`src/rtl/alarm_bank.sv`:
```
// Multi-channel BCD alarm unit: per-channel time storage edited by digit buttons,
// per-channel arming, match/edge detection, and a RING/SNOOZE state machine.
module alarm_bank #(
  parameter int N_ALARM    = 4,
  parameter int SEL_W      = 2,
  parameter int RING_SEC   = 60,
  parameter int SNOOZE_SEC = 300
) (
  input  logic               clk_1,
  input  logic               rst_n,
  input  logic               sec_tick,
  input  logic [3:0]         cur_Hh,
  input  logic [3:0]         cur_Hl,
  input  logic [3:0]         cur_mh,
  input  logic [3:0]         cur_ml,
  input  logic [SEL_W-1:0]   sel,
  input  logic               btn_A,
  input  logic               btn_B,
  input  logic               btn_C,
  input  logic               btn_D,
  input  logic               btn_arm,
  input  logic               snooze,
  input  logic               stop,
  output logic [3:0]         Hh,
  output logic [3:0]         Hl,
  output logic [3:0]         Mh,
  output logic [3:0]         Ml,
  output logic [N_ALARM-1:0] armed,
  output logic               ring,
  output logic [SEL_W-1:0]   ring_ch
);

  typedef enum logic [1:0] {IDLE, RING, SNOOZE} state_t;

  localparam logic [SEL_W:0] N_LIMIT     = (SEL_W+1)'(N_ALARM);
  localparam logic [11:0]    RING_LAST   = 12'(RING_SEC - 1);
  localparam logic [11:0]    SNOOZE_LAST = 12'(SNOOZE_SEC - 1);

  logic [3:0] alarm_hh [N_ALARM];
  logic [3:0] alarm_hl [N_ALARM];
  logic [3:0] alarm_mh [N_ALARM];
  logic [3:0] alarm_ml [N_ALARM];

  logic [4:0] btn_now, btn_prev, btn_rise;
  logic       sel_valid;
  logic [3:0] next_hh, next_hl, next_mh, next_ml;

  logic [N_ALARM-1:0] match_now, match_r, match_d, trig;
  logic [SEL_W-1:0]   trig_idx;
  logic               ring_ch_armed;

  state_t           state_q, state_d;
  logic [11:0]      cnt_q, cnt_d;
  logic [SEL_W-1:0] ring_ch_q, ring_ch_d;

  assign btn_now   = {btn_arm, btn_D, btn_C, btn_B, btn_A};
  assign btn_rise  = btn_now & ~btn_prev;
  assign sel_valid = ({1'b0, sel} < N_LIMIT);

  always_comb begin
    Hh = '0;
    Hl = '0;
    Mh = '0;
    Ml = '0;
    for (int i = 0; i < N_ALARM; i++) begin
      if (sel_valid && sel == SEL_W'(i)) begin
        Hh = alarm_hh[i];
        Hl = alarm_hl[i];
        Mh = alarm_mh[i];
        Ml = alarm_ml[i];
      end
    end
  end

  // Hours-units wrap depends on the already-updated hours-tens digit
  always_comb begin
    next_hh = Hh;
    if (btn_rise[0]) next_hh = (Hh >= 4'd2) ? 4'd0 : Hh + 4'd1;
    next_hl = Hl;
    if (btn_rise[1]) begin
      if (next_hh == 4'd2) next_hl = (Hl >= 4'd3) ? 4'd0 : Hl + 4'd1;
      else                 next_hl = (Hl >= 4'd9) ? 4'd0 : Hl + 4'd1;
    end else if (next_hh == 4'd2 && Hl > 4'd3) begin
      next_hl = 4'd0;
    end
    next_mh = Mh;
    if (btn_rise[2]) next_mh = (Mh >= 4'd5) ? 4'd0 : Mh + 4'd1;
    next_ml = Ml;
    if (btn_rise[3]) next_ml = (Ml >= 4'd9) ? 4'd0 : Ml + 4'd1;
  end

  always_ff @(posedge clk_1 or negedge rst_n) begin
    if (!rst_n) begin
      btn_prev <= '0;
      armed    <= '0;
      for (int i = 0; i < N_ALARM; i++) begin
        alarm_hh[i] <= '0;
        alarm_hl[i] <= '0;
        alarm_mh[i] <= '0;
        alarm_ml[i] <= '0;
      end
    end else begin
      btn_prev <= btn_now;
      for (int i = 0; i < N_ALARM; i++) begin
        if (sel_valid && sel == SEL_W'(i)) begin
          alarm_hh[i] <= next_hh;
          alarm_hl[i] <= next_hl;
          alarm_mh[i] <= next_mh;
          alarm_ml[i] <= next_ml;
          armed[i]    <= armed[i] ^ btn_rise[4];
        end
      end
    end
  end

  always_comb begin
    for (int i = 0; i < N_ALARM; i++) begin
      match_now[i] = armed[i] &&
                     alarm_hh[i] == cur_Hh && alarm_hl[i] == cur_Hl &&
                     alarm_mh[i] == cur_mh && alarm_ml[i] == cur_ml;
    end
  end

  always_ff @(posedge clk_1 or negedge rst_n) begin
    if (!rst_n) begin
      match_r <= '0;
      match_d <= '0;
    end else begin
      match_r <= match_now;
      match_d <= match_r;
    end
  end

  assign trig = match_r & ~match_d;

  // Scan downwards so the lowest triggering channel wins
  always_comb begin
    trig_idx      = '0;
    ring_ch_armed = 1'b0;
    for (int i = N_ALARM - 1; i >= 0; i--) begin
      if (trig[i]) trig_idx = SEL_W'(i);
    end
    for (int i = 0; i < N_ALARM; i++) begin
      if (ring_ch_q == SEL_W'(i)) ring_ch_armed = armed[i];
    end
  end

  always_ff @(posedge clk_1 or negedge rst_n) begin
    if (!rst_n) begin
      state_q   <= IDLE;
      cnt_q     <= '0;
      ring_ch_q <= '0;
    end else begin
      state_q   <= state_d;
      cnt_q     <= cnt_d;
      ring_ch_q <= ring_ch_d;
    end
  end

  // Triggers are only honoured in IDLE; stop outranks snooze and timeout
  always_comb begin
    state_d   = state_q;
    cnt_d     = cnt_q;
    ring_ch_d = ring_ch_q;
    unique case (state_q)
      IDLE: begin
        if (|trig) begin
          state_d   = RING;
          ring_ch_d = trig_idx;
          cnt_d     = '0;
        end
      end
      RING: begin
        if (!ring_ch_armed || stop) begin
          state_d = IDLE;
        end else if (sec_tick && cnt_q == RING_LAST) begin
          state_d = IDLE;
        end else if (snooze) begin
          state_d = SNOOZE;
          cnt_d   = '0;
        end else if (sec_tick) begin
          cnt_d = cnt_q + 12'd1;
        end
      end
      SNOOZE: begin
        if (!ring_ch_armed || stop) begin
          state_d = IDLE;
        end else if (sec_tick && cnt_q == SNOOZE_LAST) begin
          state_d = RING;
          cnt_d   = '0;
        end else if (sec_tick) begin
          cnt_d = cnt_q + 12'd1;
        end
      end
      default: state_d = IDLE;
    endcase
  end

  assign ring    = (state_q == RING);
  assign ring_ch = ring_ch_q;

endmodule
```
`config.mk`:
```
export PLATFORM = sky130hd
export DESIGN_NAME = alarm_bank
export DESIGN_NICKNAME = d
export VERILOG_FILES = /design/src/rtl/alarm_bank.sv
export SDC_FILE = /design/constraint.sdc
export NUM_CORES = 1
export LEC_CHECK = 0
export CAP_MARGIN = 20
export CELL_PAD_IN_SITES_DETAIL_PLACEMENT = 0
export CELL_PAD_IN_SITES_GLOBAL_PLACEMENT = 2
export CORE_MARGIN = 3
export CORE_UTILIZATION = 37
export CTS_CLUSTER_SIZE = 10
export DETAILED_ROUTE_END_ITERATION = 12
export PLACE_DENSITY_LB_ADDON = 0.1
export SYNTH_ARGS = -nofsm -noshare
export SYNTH_HDL_FRONTEND = slang
export SYNTH_SLANG_ARGS = --single-unit
```
`constraint.sdc`:
```
create_clock -name clk_1 -period 2.6 [get_ports clk_1]
set_input_delay 0.52 -clock clk_1 [delete_from_list [all_inputs] [get_ports clk_1]]
set_output_delay 0.52 -clock clk_1 [all_outputs]
set_load 0.01 [all_outputs]
```
==> results of run 1 <==
==> metrics by stage <==
stage / hold WS (ps) / power, W / instances / TNS [ps] / util, %
after global routing: 245 / 0.00626 / 830 / 0 / 47.2
after global placement: 365 / 0.00450 / 802 / -24560 / 44.5
after detailed placement: 368 / 0.00454 / 802 / -27300 / 44.5
after floorplan: 224 / 0.00350 / 563 / 0 / -
final: 198 / 0.00585 / 830 / 0 / 47.2
after CTS: 248 / 0.00591 / 830 / 0 / 47.2
==> cell families after synthesis <==
| logic type | share of synthesized area (%) |
|---|---|
| and+or+nand+nor | 16.2 |
| AOI/OAI and AO/OA | 15.0 |
| DFF | 43.5 |
| muxes | 7.46 |
| buffers and inverters | 3.74 |
| adders and majority gates | 3.36 |
| xor gates and xnor gates | 10.7 |
==> per-layer routing <==
layer	wire [microns]	global-route usage, %	vias up
met5	0	0	-
li1	-	-	2169
met1	7330	27.4	2198
met4	313	7.16	0
met2	7200	30.5	71
met3	476	2.78	20
==> registers in the layout, summed over array words and instances (netlist names) <==
register / count
state_q: 2
alarm_hh: 16
alarm_ml: 16
btn_prev: 5
armed: 4
alarm_mh: 16
match_d: 4
cnt_q: 12
alarm_hl: 16
match_r: 4
ring_ch: 2
==> layout make-up <==
type / count / area, sq um
clock buffers: 14 / 264
clock inverters: 2 / 12.5
fillers: 1413 / 7730
inverters: 14 / 52.6
multi-input cells: 416 / 3010
flip-flops and latches: 97 / 2430
well taps: 184 / 230
repair buffers: 103 / 918
==> worst register-to-register path: cells and delay by family (launching register included) <==
kind	cells	cell delay, ps
adders and majority gates	1	290
and+or+nand+nor	3	510
muxes	1	510
DFF	1	410
AOI/OAI and AO/OA	2	450
==> worst max path at each step <==
stage                        end   start  depth (start not counted)  slack (ps)
floorplan            alarm_hl[1]  sel[0]                          8         100
global placement    alarm_ml[12]  sel[0]                         10        -450
detailed placement   alarm_ml[4]  sel[0]                         10        -560
CTS                        Ml[1]  sel[0]                          5         140
global route         alarm_ml[4]  sel[0]                         10          20
finish                     Hl[0]  sel[1]                          4         160
==> layout by cell type, fill, tap and decap left out, drive strengths merged, types with 3 or more instances in the layout <==
cell type / count
a2111o: 3
a21boi: 5
a21oi: 19
a31oi: 7
and2: 5
buf: 61
clkbuf: 14
clkdlybuf4s15: 4
clkdlybuf4s50: 31
dfrtp: 97
dlygate4sd2: 7
ha: 15
inv: 14
mux2: 3
mux4: 17
nand2: 70
nand2b: 16
nand3: 9
nand4: 17
nor2: 23
nor2b: 3
nor3: 5
nor4: 10
o211ai: 8
o21a: 5
o21ai: 63
o31ai: 10
or4: 9
xnor2: 48
xor2: 20
==> power groups by stage <==
stage | logic (W) | clock network (W) | registers [W]
2_1_floorplan | 0.00139 | 0 | 0.00211
3_3_place_gp | 0.00230 | 0 | 0.00220
3_5_place_dp | 0.00233 | 0 | 0.00221
4_1_cts | 0.00242 | 0.00131 | 0.00218
5_1_grt | 0.00266 | 0.00138 | 0.00222
6_report | 0.00239 | 0.00128 | 0.00218
==> timing repair <==
item | CTS | global route
buffers inserted | 12 | 0
setup endpoints to repair | 56 | 0
endpoints found under the hold margin | 0 | 0
gates resized for setup | 67 | 0
==> impl_summary.txt, run 1 <==
----------------------------------------------------
[Worst setup path]
  Critical R2R Launch ... alarm_hh[1]
  R2r setup slk ... 350 ps
  Data required time of the worst path ... 2080 ps
  Endpoint kind of the worst setup timing path ... output port
  Crit path launch type ... input pin
  Bufs and invs on worst path ... 3
  Most repeated library cell on the critical path ... dlygate4sd2_1
  Crit path max-delay cell type ... dlygate4sd2_1
  Biggest fanout along the worst timing path ... 7
  Worst R2R Path Depth ... 7
  Cell-by-cell listing of the critical path ... dlygate4sd2_1, buf_4, mux4_2, dlygate4sd2_1
  Category of cells accounting for the largest share of critical-path delay ... buffers and inverters
  Largest stage delay on the critical path ... 460 ps
  Critical path type ... in2out
  CP Data Arrival Time ... 1920 ps
  R2r endpoint ... alarm_hl[12]

[STA]
  Final WS setup ... 159 ps
  Setup repair after global routing missed its margin ... no
  Post-route fraction of the period consumed by the critical path ... 93.9%
  Count of final setup violators ... 0
  Clock period minus worst slack ... about 2400 ps
  Max-slew violation count ... 0
  Final Hold Violating Endpoints ... 0
  Max-slew headroom at the worst pin ... 62.5%
  Clock Skew ... just over 6 ps
  Max Clk Rate ... between 400 and 500 MHz
  Worst-margin pin slew ... 562 ps

[Global routing]
  Largest net degree at the start of global routing ... between 90 and 100
  First-pass GRT wire length ... 24900 microns
  Overall overflow remaining after global route ... 0
  Vias in the first global route ... roughly 4500
  Antenna violations before repair ... 0
  Global-route total usage across every layer ... 19.4%

[Final layout]
  Final non-filler cell area ... 0.00691 sq mm
  Fraction of layout cells with a size suffix above 1 ... 17.5%
  Area Growth Syn to Fin ... 23.8%
  Antenna cell count ... 0
  Layout net count ... 684

[Power and ir drop]
  Power share of the sequential group ... 37.2%
  Portion of total power attributed to the clock network ... 21.9%
  Internal power of the cells ... 0.00366 W
  Combinational cell fraction of total power ... 40.9%
  Leakage power ... between 2 and 3 nW
  Net load switching power ... 0.00220 W
  Switch share ... 37.5%
  Pwr/cell area ... 847 mW/mm^2
  Max VDD drop ... 0.336 mV

[Floorplanning]
  Floorplan core area ... between 0.01 and 0.015 sq mm
  DIE HEIGHT ... approximately 130 microns
  Effective utilization at floorplan ... between 30% and 40%
  Area of the die ... 0.0166 sq mm
  Total I/O pin count ... 51
  Horiz. Die Dim ... 129 microns
  Standard-cell row count ... 44

[Routing]
  Detailed Routing Iterations Pass 1 ... 4
  DR vias/cell ... 5.37
  DRC violations left ... 0
  Aggregate routed wire length ... 15300 microns
  Antenna violation net count after detailed routing ... 0
  Vias post-DR ... 4458
  Routed length per placed instance ... 18.5 microns
  Violation count after the first detailed-routing iteration ... 249

[Logic synthesis]
  Avg Synthesized Cell Area ... 9.91 sq um
  Synth top area share ... 43.5%
  Dominant cells by area after synthesis ... dfrtp_1 43%, xnor2_1 7.5%, mux4_2 6.9%, o21ai_0 5.3%, nand2_1 4.7%
  Mapped Nets ... 606
  Synth top cells by count ... 97 x dfrtp_1, 70 x nand2_1, 59 x o21ai_0
  Count of flip-flops with a built-in enable after synthesis ... 0
  Gate Count Post-Synth ... about 560
  Share of synthesized registers carrying an async set or reset ... 100%
  Main flop type after synthesis ... dfrtp_1
  Cell area after synthesis ... 0.00558 sq mm
  Yosys warning total ... 0
  #FFs+latches synth ... 97
  Fraction of the yosys area taken by sequential cells ... 43.5%
  Most numerous cell in the Yosys netlist ... dfrtp_1
  Top cell type by total area after synthesis ... dfrtp_1
  Yosys cell types ... 58

[Clock tree]
  Hold-fix buffers, CTS ... 0
  Total CTS buffers ... 9
  Clock transition at path regs ... about 70 ps
  Clock tree root buffer cell ... clkbuf_16
  CTS H-Tree Depth ... 3
  Worst-case clock buffer depth ... 2
  Total clock sinks ... 97
  Later-pin clock latency in the skew report ... 350 ps
  TritonCTS clock tree ... built

[Place]
  Detailed placement HPWL ... 11400 microns
  Routability-driven placement congestion ratio ... 0.846
  Worst-case setup slack after placement ... -561 ps
  Number of input and output port buffers inserted ... 50
  Instance area after placement ... approximately 0.0065 sq mm

[Hold path]
  Path type of the worst min-delay path ... in2async

[Run status]
  Status ... finished clean

[Flow run]
  Max-capacitance violation count ... 0

----------------------------------------------------
Power figures use the tool's default switching activity.
==> run 2, diff against run 1 <==
--- a/config.mk
+++ b/config.mk
@@ -13,6 +13,7 @@
 export CTS_CLUSTER_SIZE = 10
 export DETAILED_ROUTE_END_ITERATION = 12
 export PLACE_DENSITY_LB_ADDON = 0.1
+export SKIP_LAST_GASP = 1
 export SYNTH_ARGS = -nofsm -noshare
 export SYNTH_HDL_FRONTEND = slang
 export SYNTH_SLANG_ARGS = --single-unit
==> results of run 2 <==
Final layout, timing and power as in run 1 (identical DEF).
